$ cat src/rtl/fpgc_int_pkg.sv
// ---------------------------------------------------------------------------
// fpgc_int_pkg
// Shared definitions for the interrupt controller: source count, register
// map addresses, FSM state encoding, reset warm-up length and the fixed
// priority encoder used to pick the next source to serve.
// ---------------------------------------------------------------------------
package fpgc_int_pkg;

   localparam int NUM_SRC = 8;
   localparam int ID_W    = 3;

   // Register map (cfg_addr)
   localparam logic [1:0] ADDR_PENDING  = 2'd0;
   localparam logic [1:0] ADDR_MASK     = 2'd1;
   localparam logic [1:0] ADDR_ACTIVE   = 2'd2;
   localparam logic [1:0] ADDR_POLARITY = 2'd3;

   // Edge detection stays disabled until the sync chain and edge register
   // all hold samples taken after reset release (three clock edges).
   localparam logic [1:0] ARM_DONE = 2'd3;

   typedef enum logic [1:0] {
      ST_IDLE = 2'd0,
      ST_REQ  = 2'd1,
      ST_HOLD = 2'd2
   } state_e;

   // Lowest set index wins: bit 0 has the highest priority.
   function automatic logic [ID_W-1:0] lowest_set(input logic [NUM_SRC-1:0] vec);
      logic [ID_W-1:0] idx;
      idx = '0;
      for (int i = NUM_SRC - 1; i >= 0; i--) begin
         if (vec[i]) idx = ID_W'(i);
      end
      return idx;
   endfunction

endpackage

$ cat src/rtl/int_sync_edge.sv
// ---------------------------------------------------------------------------
// int_sync_edge
// One interrupt source: 2-flop synchronizer, edge register and
// polarity-selected edge detector.
//   clk, nreset : clock, asynchronous active-low reset
//   irq_i       : raw (possibly asynchronous) interrupt level
//   pol_i       : 0 = detect rising edge, 1 = detect falling edge
//   arm_i       : detection enable (low during post-reset warm-up)
//   edge_o      : single-cycle pulse when the selected edge is seen
// ---------------------------------------------------------------------------
module int_sync_edge (
   input  logic clk,
   input  logic nreset,
   input  logic irq_i,
   input  logic pol_i,
   input  logic arm_i,
   output logic edge_o
);

   logic sync1_q;
   logic sync2_q;
   logic prev_q;

   // NOTE: sequential state uses non-blocking assignments so every flop
   // samples the pre-edge value of its neighbour, forming a real shift chain.
   always_ff @(posedge clk or negedge nreset) begin
      if (!nreset) begin
         sync1_q <= 1'b0;
         sync2_q <= 1'b0;
         prev_q  <= 1'b0;
      end else begin
         sync1_q <= irq_i;
         sync2_q <= sync1_q;
         prev_q  <= sync2_q;
      end
   end

   // XOR with polarity folds the falling-edge case onto a rising-edge test.
   assign edge_o = arm_i & (sync2_q ^ pol_i) & ~(prev_q ^ pol_i);

endmodule

$ cat src/rtl/int_controller.sv
// ---------------------------------------------------------------------------
// int_controller
// Edge-triggered interrupt controller with per-source polarity, mask and
// fixed priority, plus a small CPU-visible register file.
//   clk, nreset        : clock, asynchronous active-low reset
//   irq_in             : raw interrupt levels (one bit per source)
//   cfg_we/addr/d      : register write port (0 PENDING W1C, 1 MASK,
//                        2 ACTIVE read-only, 3 POLARITY)
//   cfg_q              : registered read data for cfg_addr
//   int_req / int_id   : request and source index to the CPU
//   int_ack            : one-cycle acknowledge from the CPU
// ---------------------------------------------------------------------------
module int_controller #(
   parameter int NUM_SRC = fpgc_int_pkg::NUM_SRC
) (
   input  logic               clk,
   input  logic               nreset,
   input  logic [NUM_SRC-1:0] irq_in,
   input  logic               cfg_we,
   input  logic [1:0]         cfg_addr,
   input  logic [31:0]        cfg_d,
   output logic [31:0]        cfg_q,
   output logic               int_req,
   output logic [2:0]         int_id,
   input  logic               int_ack
);

   import fpgc_int_pkg::*;

   logic [NUM_SRC-1:0] pending_q, pending_d;
   logic [NUM_SRC-1:0] mask_q, mask_d;
   logic [NUM_SRC-1:0] pol_q, pol_d;
   logic [NUM_SRC-1:0] edge_det;
   logic [NUM_SRC-1:0] w1c_clr;
   logic [NUM_SRC-1:0] ack_clr;
   logic [1:0]         arm_q, arm_d;
   logic               arm;
   logic [31:0]        rdata_d, rdata_q;
   state_e             state_q;
   logic               int_req_q;
   logic [ID_W-1:0]    int_id_q;
   logic [31:NUM_SRC]  unused_cfg_d;

   assign unused_cfg_d = cfg_d[31:NUM_SRC];

   assign arm   = (arm_q == ARM_DONE);
   assign arm_d = arm ? arm_q : arm_q + 2'd1;

   for (genvar i = 0; i < NUM_SRC; i++) begin : g_src
      int_sync_edge u_sync_edge (
         .clk    (clk),
         .nreset (nreset),
         .irq_i  (irq_in[i]),
         .pol_i  (pol_q[i]),
         .arm_i  (arm),
         .edge_o (edge_det[i])
      );
   end

   always_comb begin
      // NOTE: every output of this block gets a default first so no path
      // through the case statements can infer a latch.
      w1c_clr = '0;
      ack_clr = '0;
      mask_d  = mask_q;
      pol_d   = pol_q;
      rdata_d = '0;

      if (cfg_we) begin
         case (cfg_addr)
            ADDR_PENDING:  w1c_clr = cfg_d[NUM_SRC-1:0];
            ADDR_MASK:     mask_d  = cfg_d[NUM_SRC-1:0];
            ADDR_POLARITY: pol_d   = cfg_d[NUM_SRC-1:0];
            default:       ;
         endcase
      end

      // An ack only clears the source latched at entry to REQ; if software
      // already cleared it, this is a no-op.
      if (state_q == ST_REQ && int_ack) ack_clr[int_id_q] = 1'b1;

      // A new edge beats any clear landing on the same bit in the same cycle.
      pending_d = (pending_q & ~(w1c_clr | ack_clr)) | edge_det;

      case (cfg_addr)
         ADDR_PENDING:  rdata_d[NUM_SRC-1:0] = pending_q;
         ADDR_MASK:     rdata_d[NUM_SRC-1:0] = mask_q;
         ADDR_ACTIVE: begin
            rdata_d[7]        = int_req_q;
            rdata_d[ID_W-1:0] = int_id_q;
         end
         ADDR_POLARITY: rdata_d[NUM_SRC-1:0] = pol_q;
         default:       ;
      endcase
   end

   always_ff @(posedge clk or negedge nreset) begin
      if (!nreset) begin
         pending_q <= '0;
         mask_q    <= '0;
         pol_q     <= '0;
         arm_q     <= '0;
         rdata_q   <= '0;
      end else begin
         pending_q <= pending_d;
         mask_q    <= mask_d;
         pol_q     <= pol_d;
         arm_q     <= arm_d;
         rdata_q   <= rdata_d;
      end
   end

   // Request FSM with registered outputs; int_id is latched on IDLE -> REQ
   // and stays put until the next request is taken.
   always_ff @(posedge clk or negedge nreset) begin
      if (!nreset) begin
         state_q   <= ST_IDLE;
         int_req_q <= 1'b0;
         int_id_q  <= '0;
      end else begin
         case (state_q)
            ST_IDLE: begin
               if (|(pending_q & mask_q)) begin
                  state_q   <= ST_REQ;
                  int_req_q <= 1'b1;
                  int_id_q  <= lowest_set(pending_q & mask_q);
               end
            end
            ST_REQ: begin
               if (int_ack) begin
                  state_q   <= ST_HOLD;
                  int_req_q <= 1'b0;
               end
            end
            ST_HOLD: state_q <= ST_IDLE;
            default: begin
               state_q   <= ST_IDLE;
               int_req_q <= 1'b0;
            end
         endcase
      end
   end

   assign cfg_q   = rdata_q;
   assign int_req = int_req_q;
   assign int_id  = int_id_q;

endmodule

$ cat config.mk
export PLATFORM = sky130hd
export DESIGN_NAME = int_controller
export DESIGN_NICKNAME = d
export VERILOG_FILES = /design/src/rtl/fpgc_int_pkg.sv /design/src/rtl/int_sync_edge.sv /design/src/rtl/int_controller.sv
export SDC_FILE = /design/constraint.sdc
export NUM_CORES = 1
export LEC_CHECK = 0
export CORE_MARGIN = 4
export CORE_UTILIZATION = 40
export CTS_BUF_LIST = sky130_fd_sc_hd__clkbuf_4 sky130_fd_sc_hd__clkbuf_8
export DETAILED_ROUTE_END_ITERATION = 6
export GPL_ROUTABILITY_DRIVEN = 0
export MAX_ROUTING_LAYER = met4
export PLACE_DENSITY = 0.71
export SLEW_MARGIN = 20
export SYNTH_ARGS = -nofsm -noshare
export SYNTH_HDL_FRONTEND = slang
export SYNTH_SLANG_ARGS = --single-unit
$ cat constraint.sdc
create_clock -name clk -period 1.9 [get_ports clk]
set_clock_uncertainty 0.2 [all_clocks]
set_input_delay 0.38 -clock clk [delete_from_list [all_inputs] [get_ports clk]]
set_output_delay 0.38 -clock clk [all_outputs]
set_load 0.1 [all_outputs]
# Yosys cells after proc, flatten, opt, wreduce, memory -nomap -nowiden
# Cells that the tools add are included.
[classes]
add_sub_neg = 1
n_reduce_logical = 10
n_mux = 22
eq_ne = 8
magnitude_cmp = 2
bitwise = 46
[op_table]
columns = ["operator", "n"]
rows = [
  ["$mux 3", 8],
  ["$mux 8", 3],
  ["$and 1x1->1", 16],
  ["$and 8x8->8", 2],
  ["$or 8x8->8", 2],
  ["$xor 1x1->1", 16],
  ["$pmux 3 s4", 1],
  ["$pmux 4 s3", 1],
  ["$not 1->1", 9],
  ["$eq 2x2->1 const B", 4],
  ["$not 8->8", 1],
  ["$reduce_and 2->1", 4],
  ["$reduce_or 8->1", 1],
  ["$eq 2x1->1 const B", 2],
  ["$logic_not 2->1", 2],
  ["$lt 3x4->1 const B", 1],
  ["$mux 2", 2],
  ["$ne 2x2->1 const B", 2],
  ["$pmux 1 s4", 1],
  ["$pmux 2 s2", 1],
  ["$demux 1 s3", 1],
  ["$ge 3x1->1 const B", 1],
  ["$mux 1", 3],
  ["$pmux 1 s3", 1],
  ["3 further kinds", 4],
]
[word_totals]
input_bits = 46
elab_cells = 121
reg_bits = 64
out_inout_bits = 36

# Depth between registers and ports, before layout
[logic_depth]
depth_word = 9
ltp_mapped = 5

# Cells and area by module
# From an unflattened synthesis, not the netlist that was laid out.
[unflattened]
hier_cells = 213
area_unflattened_um2 = 2820.2
[by_module_without_submodules]
columns = ["module", "cells_per_inst", "area_per_inst_um2", "seq_area_each_um2", "n_inst"]
rows = [
  ["int_controller", 165, 2019.4, 1001.0, 1],
  ["int_sync_edge", 6, 100.1, 75.1, 8],
]

# Least setup slack after synthesis
# OpenSTA, ideal clock, no wires.
[synth_timing]
kind = "register -> register"
startpoint = "register int_id_q[1] (netlist: int_id[1])"
endpoint = "register pending_q[2]"
path_buffers = 0
setup_time_ns = 0.122
required_ns = 1.578
stages_incl_launch_ff = 4
arrival_time_ns = 1.615
path_slack_ns = -0.037
path_cell_list = "dfrtp_1 -> nand2_4 -> or3_1 -> a32o_1"
[synth_via]
elab_chain_len = 9
word_cells_on_any_way = 10
classes_between = "order compare: 2; mux: 3; bitwise: 4; reduce/logical: 1"
[synth_lines]
columns = ["item", "line_no", "source"]
rows = [
  ["start, declared", "int_controller.sv:41", "logic [ID_W-1:0] int_id_q;"],
  ["start signal, assigned", "int_controller.sv:126", "int_id_q <= lowest_set(pending_q & mask_q);"],
  ["$lt 3x4->1 (not written as such) / $ge 3x1->1 (equally long branches)", "int_controller.sv:80", "if (state_q == ST_REQ && int_ack) ack_clr[int_id_q] = 1'b1;"],
  ["$logic_and 1x1->1 (not written as such)", "int_controller.sv:80", ""],
  ["$mux 1 (not written as such)", "int_controller.sv:80", ""],
  ["$demux 1 s3 *", "int_controller.sv:80", ""],
  ["$mux 8 *", "int_controller.sv:80", ""],
  ["$or 8x8->8 *", "int_controller.sv:83", "pending_d = (pending_q & ~(w1c_clr | ack_clr)) | edge_det;"],
  ["$not 8->8 *", "int_controller.sv:83", ""],
  ["$and 8x8->8 *", "int_controller.sv:83", ""],
  ["$or 8x8->8 *", "int_controller.sv:83", ""],
  ["named net pending_d[2]", "int_controller.sv:30", "logic [NUM_SRC-1:0] pending_q, pending_d;"],
  ["end signal, assigned", "int_controller.sv:105", "pending_q <= pending_d;"],
  ["end, declared", "int_controller.sv:30", ""],
]
# Mark *: on every way through the listed nets, which the timed path passes. The rest lies on a longest branch.
# A chain may end at the register's enable or synchronous reset.

# Worst setup path in the final report
[layout_timing]
startpoint = "input port int_ack"
endpoint = "register pending_q[2]"
[layout_via]
elab_chain_len = 6
[layout_lines]
columns = ["item", "line_no", "source"]
rows = [
  ["start, declared", "int_controller.sv:25", "input logic int_ack"],
  ["$logic_and 1x1->1", "int_controller.sv:80", ""],
  ["$mux 8", "int_controller.sv:80", ""],
  ["$or 8x8->8", "int_controller.sv:83", ""],
  ["$not 8->8", "int_controller.sv:83", ""],
  ["$and 8x8->8", "int_controller.sv:83", ""],
  ["$or 8x8->8", "int_controller.sv:83", ""],
  ["named net pending_d[2]", "int_controller.sv:30", ""],
]
# The timed path passes the listed nets, and every way through them passes these cells.

==> flow_summary.json <==
{
  "dp_hpwl_um": 3980,
  "rsz0062_at_grt": "false",
  "synth_top_area_cell": "dfrtp_1",
  "grt_use_total_pct": 14.6,
  "layoutNonFillerInstCount": 363,
  "root_buffer": "clkbuf_8",
  "vias_per_cell": 5.04,
  "dieWidth_um": 90.8,
  "avgSynthCellArea_um2": 12.1,
  "worst-r2r-cell-count": 5,
  "path_clk_slew_ns": 0.06,
  "synth_top_area_share_pct": 58.4,
  "synth.area.top_cells": "dfrtp_1, buf_4, mux2_2",
  "hold_violations": 0,
  "slew_viol_final": 0,
  "synth_ff_type": "dfrtp_1",
  "min_path_type": "flop to flop",
  "clock_latency_ns": 0.34,
  "post-route-min-period_ns": 1.81,
  "cp.arrival_ns": 1.83,
  "diodes": 0,
  "cts_buffers": 9,
  "ant_nets": 0,
  "core_area_mm2": 0.00649,
  "worstReg2RegStart": "state_q[1]",
  "drtIter0Drc": 90,
  "io_pins": 82,
  "clockBufferDepth": 2,
  "ys_seq_area_share_pct": 58.4,
  "finalWirelength_um": 5490,
  "hold_slack_ns": 0.144,
  "synthesis.area_mm2": 0.00274,
  "total_power_mw": 5.07,
  "crit_path_start_kind": "primary input",
  "vias": 1828,
  "syn_inst": 226,
  "place_inst": 346,
  "grt_pass1_wl_um": 9180,
  "fp.dieArea_mm2": 0.00824,
  "async_flop_share_pct": 100,
  "maxCapViolations": 0,
  "fin_util_pct": 54.2,
  "fmax_ghz": 0.553,
  "leakage_nw": 1.57,
  "worstSetupPathType": "primary input to flop",
  "grt_antenna_before_repair": 0,
  "ir_drop_mv": 0.536,
  "avgRoutedWirePerCell_um": 15.1,
  "die_h_um": 90.8,
  "synth-seq-cells": 64,
  "met2_usage_pct": 22.0,
  "synth_cell_types": 38,
  "yosys_warnings": 0,
  "post_cts_buffers": 0,
  "cts_tree": "yes",
  "clock-sinks": 64,
  "cp_max_fo": 5,
  "std_cell_rows": 29,
  "final-setup-viol-count": 0,
  "period_share_pct": 95.2,
  "initial_utilization_pct": 42.2,
  "place_area_mm2": 0.00330,
  "r2r_setup_slack_ns": 0.16,
  "hold_depth": 0,
  "port_buffers": 33,
  "grt_busiest_layer": "met2",
  "final_nets": 328,
  "fin_area_mm2": 0.00352,
  "htree_levels": 3,
  "min_from": "g_src[5].u_sync_edge.sync1_q",
  "dr.pass1.iters": 4,
  "synth_edf_count": 0,
  "use_met3_pct": 3.17,
  "end_kind": "flop",
  "powerDensity_mw_per_mm2": 1440,
  "overflow": 0,
  "grt_max_degree": 65,
  "holdPathEnd": "g_src[5].u_sync_edge.sync2_q",
  "drive_above_1_share_pct": 24.1,
  "grt_pass1_vias": 1850,
  "r2r-end": "pending_q[2]",
  "area_growth_pct": 28.4,
  "crit_required_ns": 1.92,
  "grtUsageMet1_pct": 18.5,
  "drc": 0,
  "status": "complete, no violations"
}
==> critical path, stage by stage <==
cell             delay (ns)
clkdlybuf4s50_1        0.48
and3b_1                0.18
buf_4                  0.17
nand2_4                0.05
or3_1                  0.31
a32o_1                 0.26
==> through the flow <==
| stage | setup slack (ns) | setup TNS [ns] |
|---|---|---|
| global route | 0.0128 | 0 |
| global placement | -0.219 | -4.64 |
| CTS | 0.0793 | 0 |
| detailed placement | -0.254 | -4.94 |
| floorplan | 0.0767 | 0 |
| finish | 0.0905 | 0 |
==> cells in the final DEF, fill, tap and decap left out, types with 2 or more instances in the layout <==
master           instances
mux4_2                   4
o221ai_1                 4
clkbuf_8                11
buf_12                  14
a32o_1                   5
nand2_1                 28
dfrtp_1                 63
clkinv_2                 2
conb_1                  24
a22oi_1                  3
a22o_1                   4
buf_4                   15
inv_1                    7
or3_1                    2
clkbuf_4                 2
clkdlybuf4s50_1         20
nor2_1                   4
nor3b_1                  5
o21ai_0                 18
nand3_1                  2
and3b_1                  3
nand2b_1                 3
nand3b_1                 4
nand4_1                  2
a21oi_1                  4
mux2_2                  13
==> cell usage after synthesis, types with 4 or more instances <==
master    instances
dfrtp_1          64
nand2_1          28
buf_4            24
o21ai_0          18
mux2_2           13
inv_1             7
a32o_1            5
nor2_1            5
nor3b_1           5
a21oi_1           4
a22o_1            4
buf_2             4
mux4_2            4
nand3b_1          4
o221ai_1          4
==> state kept, by name, summed over array words and instances, names as in the netlist, 2 cells and up <==
| name | count |
|---|---|
| cfg_q | 8 |
| g_src.u_sync_edge.prev_q | 8 |
| g_src.u_sync_edge.sync1_q | 8 |
| g_src.u_sync_edge.sync2_q | 8 |
| mask_q | 8 |
| pending_q | 8 |
| pol_q | 8 |
| int_id | 3 |
| arm_q | 2 |
| state_q | 2 |
==> logic make-up (layout without fill, tap and decap cells) <==
family,after synthesis,in the layout,synth area share (%)
compound gates,44,44,10.8
xor+xnor,1,1,0.320
other cells,1,24,0.137
fa+ha+maj,1,1,0.456
mux,17,17,8.63
simple gates,61,61,12.1
buf+inv,37,74,9.08
flops,64,64,58.4
==> how the worst max path moves through the flow <==
stage | from | end | slack [ns] | depth (start not counted)
after floorplan | int_id[2] | pending_q[0] | 0.08 | 2
after global placement | cfg_addr[1] | cfg_q[0] | -0.22 | 3
after detailed placement | cfg_addr[1] | pending_q[2] | -0.25 | 5
after CTS | cfg_addr[1] | pending_q[2] | 0.08 | 5
after global routing | cfg_addr[1] | mask_q[1] | 0.01 | 5
final | int_ack | pending_q[2] | 0.09 | 6
==> per-layer routing <==
metal / up-vias / wire (um)
met5: - / 0
met4: 0 / 92
met3: 7 / 239
met2: 53 / 2650
met1: 907 / 2500
li1: 861 / -
==> repair_timing <==
| item | 4_1_cts | 5_1_grt |
|---|---|---|
| endpoints found under the setup margin | 0 | 3 |
| endpoints found under the hold margin | 64 | 0 |
| hold buffers | 1 | 0 |
| gates resized for setup | 0 | 1 |
==> cell type report <==
cell class              instances  area (um2)
fillers                       526        2980
flip-flops and latches         64        1600
multi-input cells             148         980
repair buffers                 51         608
clock buffers                  13         166
well taps                      77        96.3
clock inverters                 3        40.0
inverters                       7        26.3
==> report_power, final <==
group	internal, mW	total [mW]	switching [mW]
logic	0.732	1.95	1.22
registers	1.62	1.93	0.311
clock network	0.703	1.19	0.486
Note: power is estimated with default switching activity, not from simulation.
